**src/rtl/txt_line_fetch.sv**
```systemverilog
// txt_line_fetch: fetches one 40-char Apple II text row into a ping-pong line buffer and serves it by column.
// Optional TXT_FLASH_EN builds the frame-driven flash timer for codes 40-7F. Revision 1.0.
`default_nettype none

module txt_line_fetch #(
   parameter logic [15:0] PAGE_BASE    = 16'h0400,
   parameter logic [15:0] FLASH_FRAMES = 16'd16
) (
   input  logic        CLOCK_50,
   input  logic        reset,
   input  logic        line_go,
   input  logic [4:0]  row,
   input  logic        frame,
   output logic        busy,
   output logic        line_ready,
   output logic        mem_req,
   output logic [15:0] mem_adr,
   input  logic        mem_ack,
   input  logic [7:0]  mem_q,
   input  logic [5:0]  rd_col,
   output logic [7:0]  txt,
   output logic        inv
);

   typedef enum logic [1:0] {
      S_IDLE = 2'd0,
      S_REQ  = 2'd1,
      S_DONE = 2'd2
   } state_t;

   state_t      state_q, state_d;
   logic        front_q, front_d;
   logic [4:0]  row_q, row_d;
   logic [5:0]  col_q, col_d;
   logic        mem_req_q, mem_req_d;
   logic [15:0] mem_adr_q, mem_adr_d;
   logic        busy_q, busy_d;
   logic        line_ready_q, line_ready_d;
   logic [7:0]  txt_q, txt_d;
   logic        inv_q, inv_d;
   logic        wr_en;
   logic        flash_inv;

   logic [7:0]  buf_a [0:39];
   logic [7:0]  buf_b [0:39];

   // Interleaved text page: 128 bytes per (row mod 8) group, 40 bytes per third of the screen.
   function automatic logic [15:0] txt_addr(input logic [4:0] r, input logic [5:0] c);
      return PAGE_BASE + {6'd0, r[2:0], 7'd0} + (16'(r[4:3]) * 16'd40) + {10'd0, c};
   endfunction

   always_comb begin
      state_d      = state_q;
      front_d      = front_q;
      row_d        = row_q;
      col_d        = col_q;
      mem_req_d    = mem_req_q;
      mem_adr_d    = mem_adr_q;
      line_ready_d = 1'b0;
      wr_en        = 1'b0;
      case (state_q)
         S_IDLE: begin
            if (line_go) begin
               front_d = ~front_q;
               row_d   = row;
               col_d   = 6'd0;
               if (row <= 5'd23) begin
                  state_d   = S_REQ;
                  mem_req_d = 1'b1;
                  mem_adr_d = txt_addr(row, 6'd0);
               end else begin
                  state_d      = S_DONE;
                  line_ready_d = 1'b1;
               end
            end
         end
         S_REQ: begin
            if (mem_ack) begin
               wr_en = 1'b1;
               if (col_q == 6'd39) begin
                  state_d      = S_DONE;
                  mem_req_d    = 1'b0;
                  line_ready_d = 1'b1;
               end else begin
                  col_d     = col_q + 6'd1;
                  mem_adr_d = txt_addr(row_q, col_q + 6'd1);
               end
            end
         end
         S_DONE:  state_d = S_IDLE;
         default: state_d = S_IDLE;
      endcase
      busy_d = (state_d != S_IDLE);
   end

   always_comb begin
      txt_d = 8'hA0;
      if (rd_col < 6'd40) begin
         txt_d = front_q ? buf_b[rd_col] : buf_a[rd_col];
      end
      if (txt_d[7]) begin
         inv_d = 1'b0;
      end else if (!txt_d[6]) begin
         inv_d = 1'b1;
      end else begin
         inv_d = flash_inv;
      end
   end

   always_ff @(posedge CLOCK_50 or negedge reset) begin
      if (!reset) begin
         state_q      <= S_IDLE;
         front_q      <= 1'b0;
         row_q        <= 5'd0;
         col_q        <= 6'd0;
         mem_req_q    <= 1'b0;
         mem_adr_q    <= 16'd0;
         busy_q       <= 1'b0;
         line_ready_q <= 1'b0;
         txt_q        <= 8'd0;
         inv_q        <= 1'b0;
      end else begin
         state_q      <= state_d;
         front_q      <= front_d;
         row_q        <= row_d;
         col_q        <= col_d;
         mem_req_q    <= mem_req_d;
         mem_adr_q    <= mem_adr_d;
         busy_q       <= busy_d;
         line_ready_q <= line_ready_d;
         txt_q        <= txt_d;
         inv_q        <= inv_d;
      end
   end

   // Fetch writes always land in the back buffer, so they never meet a read.
   always_ff @(posedge CLOCK_50) begin
      if (wr_en) begin
         if (front_q) begin
            buf_a[col_q] <= mem_q;
         end else begin
            buf_b[col_q] <= mem_q;
         end
      end
   end

`ifdef TXT_FLASH_EN
   logic [15:0] frame_cnt_q, frame_cnt_d;
   logic        flash_phase_q, flash_phase_d;

   always_comb begin
      frame_cnt_d   = frame_cnt_q;
      flash_phase_d = flash_phase_q;
      if (frame) begin
         if (frame_cnt_q >= FLASH_FRAMES - 16'd1) begin
            frame_cnt_d   = 16'd0;
            flash_phase_d = ~flash_phase_q;
         end else begin
            frame_cnt_d = frame_cnt_q + 16'd1;
         end
      end
   end

   always_ff @(posedge CLOCK_50 or negedge reset) begin
      if (!reset) begin
         frame_cnt_q   <= 16'd0;
         flash_phase_q <= 1'b0;
      end else begin
         frame_cnt_q   <= frame_cnt_d;
         flash_phase_q <= flash_phase_d;
      end
   end

   assign flash_inv = flash_phase_q;
`else
   logic unused_flash;
   assign unused_flash = ^{frame, FLASH_FRAMES};
   assign flash_inv    = 1'b1;
`endif

   assign busy       = busy_q;
   assign line_ready = line_ready_q;
   assign mem_req    = mem_req_q;
   assign mem_adr    = mem_adr_q;
   assign txt        = txt_q;
   assign inv        = inv_q;

endmodule

`default_nettype wire

```
**config.mk**
```make
export PLATFORM = sky130hd
export DESIGN_NAME = txt_line_fetch
export DESIGN_NICKNAME = d
export VERILOG_FILES = /design/src/rtl/txt_line_fetch.sv
export SDC_FILE = /design/constraint.sdc
export NUM_CORES = 1
export LEC_CHECK = 0
export ABC_CLOCK_PERIOD_IN_PS = 2550
export CAP_MARGIN = 20
export CORE_UTILIZATION = 56
export CTS_CLUSTER_DIAMETER = 200
export DETAILED_ROUTE_END_ITERATION = 7
export PLACE_DENSITY = 0.8
export SLEW_MARGIN = 20
export SYNTH_ARGS = -nofsm -noshare
export SYNTH_HDL_FRONTEND = slang
export SYNTH_SLANG_ARGS = --single-unit
```
**constraint.sdc**
```tcl
create_clock -name CLOCK_50 -period 2.55 [get_ports CLOCK_50]
set_input_delay 0.51 -clock CLOCK_50 [delete_from_list [all_inputs] [get_ports CLOCK_50]]
set_output_delay 0.51 -clock CLOCK_50 [all_outputs]
set_load 0.03 [all_outputs]
```
Word level (Yosys, flattened, before mapping)
Memories as Yosys holds them, arrays and structs flattened.
Index checks and enable logic that the tools add are counted.
Widths: inputs -> output; s select.

storage, ports and cells
  register bits after elaboration = 42
  bits in writable memories = 640
  bits of input ports = 24
  output and inout bits = 28
  memories = 2

cells by class
  $add $sub $neg = 6
  multiply operators = 2
  magnitude comparators = 2
  eq/ne operators = 7
  multiplexer cells = 35
  bitwise operators = 1
  reductions and logical operators = 7

memory list
  name   words  width  rd ports  clocked after Yosys merged registers in  wr ports  line  source
  buf_a  40     8      1         0                                        1         44    logic [7:0] buf_a [0:39];
  buf_b  40     8      1         0                                        1         45    logic [7:0] buf_b [0:39];

operator list
  operator                count
  $mux 16                 4
  $pmux 16 s2             1
  $add 12x8->13           2
  $add 11x10->12 const A  2
  $mux 6                  3
  $mux 1                  17
  $mux 8                  2
  $add 13x6->14           1
  $pmux 6 s2              1
  $mul 2x3->5 const B     2
  $ne 2x2->1 const B      5
  $reduce_and 5->1        2
  $mux 2                  4
  $add 6x1->6 const B     1
  $eq 6x6->1 const B      1
  $lt 6x6->1 const B      1
  $le 5x5->1 const B      1
  $pmux 1 s2              2
  $pmux 2 s2              1
  $reduce_and 4->1        1
  $reduce_bool 2->1       2
  $eq 2x1->1 const B      1
  $logic_not 2->1         1
  $reduce_and 2->1        1
  $not 1->1               1

Longest topological paths before layout
  word-level depth = 6
  gate-level depth with buffers = 11
  mapped depth without buffers = 10

Worst setup path after synthesis
No wires, ideal clock.

  kind = register to register
  from = register col_q[0]
  to = register mem_adr_q[7] (netlist: mem_adr[7])
  library setup time = 125 ps
  arrival = 2425 ps
  path slack = 1 ps
  stages on the path, launching flop included = 12
  cell sequence = dfrtp_1 > clkbuf_1 > nand3_1 > xnor2_1 > ha_1 > inv_1 > fa_1 > nor2b_1 > o21ai_0 > xor2_1 > o21ai_0 > mux2_2

on the way
  longest elaborated chain between the ends = 5
  elaborated cells between the ends (all ways) = 8
  those cells by class = add/sub (2); eq/ne (2); mux (3); reduce/logical (1)

RTL lines
  what                      line  source
  start: declaration        34    logic [5:0] col_q, col_d;
  start signal: assignment  126   col_q <= col_d;
  $add 6x1->6               86    mem_adr_d = txt_addr(row_q, col_q + 6'd1);
  $add 13x6->14             49    return PAGE_BASE + {6'd0, r[2:0], 7'd0} + (16'(r[4:3]) * 16'd40) + {10'd0, c};
  $mux 16                   80    if (col_q == 6'd39) begin
  $mux 16                   78    if (mem_ack) begin
  $pmux 16 s2               61    case (state_q)
  end signal: assignment    128   mem_adr_q <= mem_adr_d;
  end: declaration          36    logic [15:0] mem_adr_q, mem_adr_d;

Parallel ways exist; a longest one is shown, timed or not. The select of a mux whose other input is x is not followed.
A chain may end at the register's enable or synchronous reset.

Final worst setup path
  from = register col_q[0]
  to = register mem_adr_q[9] (netlist: mem_adr[9])

Same word-level chain as after synthesis.

==> flow_summary.yaml <==
clocking:
  cts_buffer_depth: 3
  post_cts_buffers: 0
  cts_sinks: 678
  holdBufCountCts: 0
  clk_pin_slew_ns: 0.06
  clk_latency_ns: 0.61
  cts_root_buf: "clkbuf_16"
  htree_levels: 3
  cts_tree: "yes"
  cts_buffers: 67
sta:
  min_period_ns: 2.530
  fmax_mhz: 395.3
  fin_tns_setup_ns: 0
  finalCritPeriodShare_pct: 99.20
  hold_violations: 0
  setup_violations: 0
  setup_ws_ns: 0.02029
  timing.hold.ws_ns: 0.05284
  finalMaxSlewViolations: 0
  grt_setup_unrepaired: "true"
  relSlewSlack_pct: 35.58
  finClkSkew_ns: 0.02414
  worst_pin_slew_ns: 0.9663
finish:
  fin_util_pct: 67.33
  syn2layout_area_growth_pct: 17.79
  stdcell_area_sq_um: 31610
  nNetsFinal: 1655
  fillCellCount: 2834
  layout-drive-gt1-share_pct: 30.15
  multi_input_area_sq_um: 6198
  regArea_sq_um: 20170
  fin_cells: 2283
synthesis:
  synth_area_leaders: "edfxtp_1 (72%), mux4_2 (12%), dfrtp_1 (3.5%)"
  yosysTopAreaCell: "edfxtp_1"
  syn_area_sq_um: 26840
  yosys_register_bits: 678
  synth_commonest_cells: "edfxtp_1 (640), mux4_2 (147), nor2_1 (107)"
  ys.flop_type: "edfxtp_1"
  synth.most_common_cell: "edfxtp_1"
  synth_area_per_cell_sq_um: 19.90
  ys_warn_count: 0
  synth.distinct_cells: 59
  synth_top_area_share_pct: 71.61
  ys_seq_area_share_pct: 75.15
  async_flop_share_pct: 5.605
  synth_edf_count: 640
  syn_inst: 1349
power:
  internal-power_mw: 19.15
  switchingPower_mw: 6.440
  p_comb_share_pct: 13.5
  power_leakage_nw: 10.72
  pwr-share-clk_pct: 36.1
  p_sw_share_pct: 25.16
  powerDensity_nw_per_um2: 809.6
  power_mw: 25.59
  sequentialPowerShare_pct: 50.4
  ir_drop_v: 0.0007125
detailed_routing:
  dr.pass1.iters: 5
  drtIter0Drc: 1932
  routed_via_density: 6.360
  vias: 14520
  wirelength_mm: 63.93
  wl_per_cell_um: 28.00
  ant_nets: 0
  remaining_drc_errors: 0
critical_path:
  arrival_ns: 3.03
  worstPathRequired_ns: 3.05
  worst_path_max_delay_cell: "dfrtp_2"
  crit_path_max_fanout: 6
  critPathCaptureType: "flip-flop"
  start_kind: "flip-flop"
  cp_common_cell: "xor2_1"
  crit_chain: "ha_1 > nand3_1 > xor2_1 > buf_4 > fa_1 > nor2b_2 > o2111ai_2 > xor2_1 > o21ai_0 > mux2_2"
  crit_path_max_incr_delay_ns: 0.45
  crit_type: "flip-flop to flip-flop"
global_routing:
  grt_max_degree: 81
  grt_pass1_vias: 14660
  track_usage_pct: 26.77
  grt-ovfl-total: 0
  grt_pass1_wl_mm: 94.67
  antenna_found_initial: 2
floorplan:
  rows: 79
  die_height_um: 220.9
  io_pins: 52
  dieArea_sq_um: 48810
  start_util_pct: 57.16
  core-area_sq_um: 46950
  die_x_um: 220.9
worst_hold_path:
  min_path_type: "input port to async pin"
placement:
  gp_congestion: 0.9347
  portBuffers: 46
  pre_cts_slack_ns: -0.1156
  dpl_cell_area_sq_um: 29530
  dp_hpwl_mm: 41.05
  place_inst: 2164
flow_run:
  max_cap_violations: 0
run_status:
  status: "complete, no violations"
## what timing repair did
action                     in CTS  in global routing
resized for setup               5                  5
setup endpoints to repair       2                  4
cloned                          0                  0
## final cells by class
cell class,instances,share of cell area [%]
Antenna cell,1,0.007915
Clock buffer,83,5.687
Clock inverter,35,0.7441
Inverter,14,0.1662
Multi-Input combinational cell,587,19.61
Sequential cell,678,63.80
Tap cell,607,2.402
Timing Repair Buffer,278,7.583
## critical path, delay by kind of cell (launching register included)
kind | cells | cell delay [ns]
DFF | 1 | 0.45
adders and majority gates | 2 | 0.64
and+or+nand+nor | 2 | 0.31
AOI/OAI and AO/OA | 2 | 0.23
xor gates and xnor gates | 2 | 0.33
muxes | 1 | 0.29
buffers and inverters | 1 | 0.16
## final timing paths
kind / start / end / slack (ns) / depth (start not counted)
worst max-delay path: col_q[0] / mem_adr[9] / 0.02 / 10
worst min-delay path: reset / state_q[1] / 0.05 / 1
worst max register to register: col_q[0] / mem_adr[9] / 0.02 / 10
worst min register to register: mem_adr[10] / mem_adr[10] / 0.50 / 2
max in group asynchronous: reset / col_q[0] / 1.84 / 1
min in group CLOCK_50: mem_q[2] / buf_a[7][2] / 0.42 / 1
## flip-flops by register name, indices dropped and copies added (netlist names)
| register | flops |
|---|---|
| buf_b | 320 |
| front_q | 1 |
| state_q | 2 |
| inv | 1 |
| mem_adr | 12 |
| line_ready | 1 |
| txt | 8 |
| mem_req | 1 |
| buf_a | 320 |
| row_q | 5 |
| col_q | 6 |
| busy | 1 |
## power groups by stage
| stage | logic, mW | registers, mW | clock network (mW) |
|---|---|---|---|
| after floorplan | 1.56 | 13.2 | 0 |
| after global placement | 3.27 | 13.1 | 0 |
| after detailed placement | 3.35 | 13.1 | 0 |
| after CTS | 3.39 | 12.9 | 9.34 |
| after global routing | 3.63 | 12.9 | 9.76 |
| final | 3.44 | 12.9 | 9.25 |
## per-layer routing
| metal | up-vias | global-route usage (%) | wire length (um) |
|---|---|---|---|
| met5 | - | 0 | 10 |
| met4 | 2 | 9.655 | 1924 |
| met3 | 120 | 5.192 | 6676 |
| met2 | 858 | 42.43 | 30940 |
| met1 | 7485 | 37.66 | 24380 |
| li1 | 6055 | - | - |
## placed cells by master, fill, tap and decap left out, types with 4 or more instances in the layout
cell,Yosys,final
edfxtp_1,640,640
buf_4,16,213
mux4_2,147,147
nor2_1,107,107
nand2_1,76,76
clkbuf_16,0,68
dfrtp_1,38,37
mux2i_1,34,34
clkdlybuf4s50_1,0,33
nand3_1,28,27
o21ai_0,26,25
buf_12,1,19
clkinv_1,2,18
mux4_1,15,15
inv_1,12,12
nor3_1,12,12
a22oi_1,12,12
nor2b_1,12,11
clkinv_2,0,11
clkbuf_1,23,11
mux2_2,10,10
a31oi_1,10,10
buf_2,12,10
nand2b_1,7,7
o221ai_1,6,6
a21oi_1,7,6
o22ai_1,5,5
inv_6,0,5
xor2_1,4,4
and3_1,4,4
nor3b_1,4,4
nand3b_1,4,4
nand4_1,4,4
conb_1,1,4
clkbuf_8,0,4
## cells by family after synthesis
| family | after synthesis | synth area share (%) |
|---|---|---|
| compound gates | 95 | 2.438 |
| mux | 206 | 15.49 |
| fa+ha+maj | 5 | 0.2611 |
| simple gates | 270 | 4.471 |
| other cells | 1 | 0.01397 |
| xor+xnor | 7 | 0.2284 |
| buf+inv | 87 | 1.949 |
| flops | 678 | 75.15 |
(Power assumes the default switching activity.)
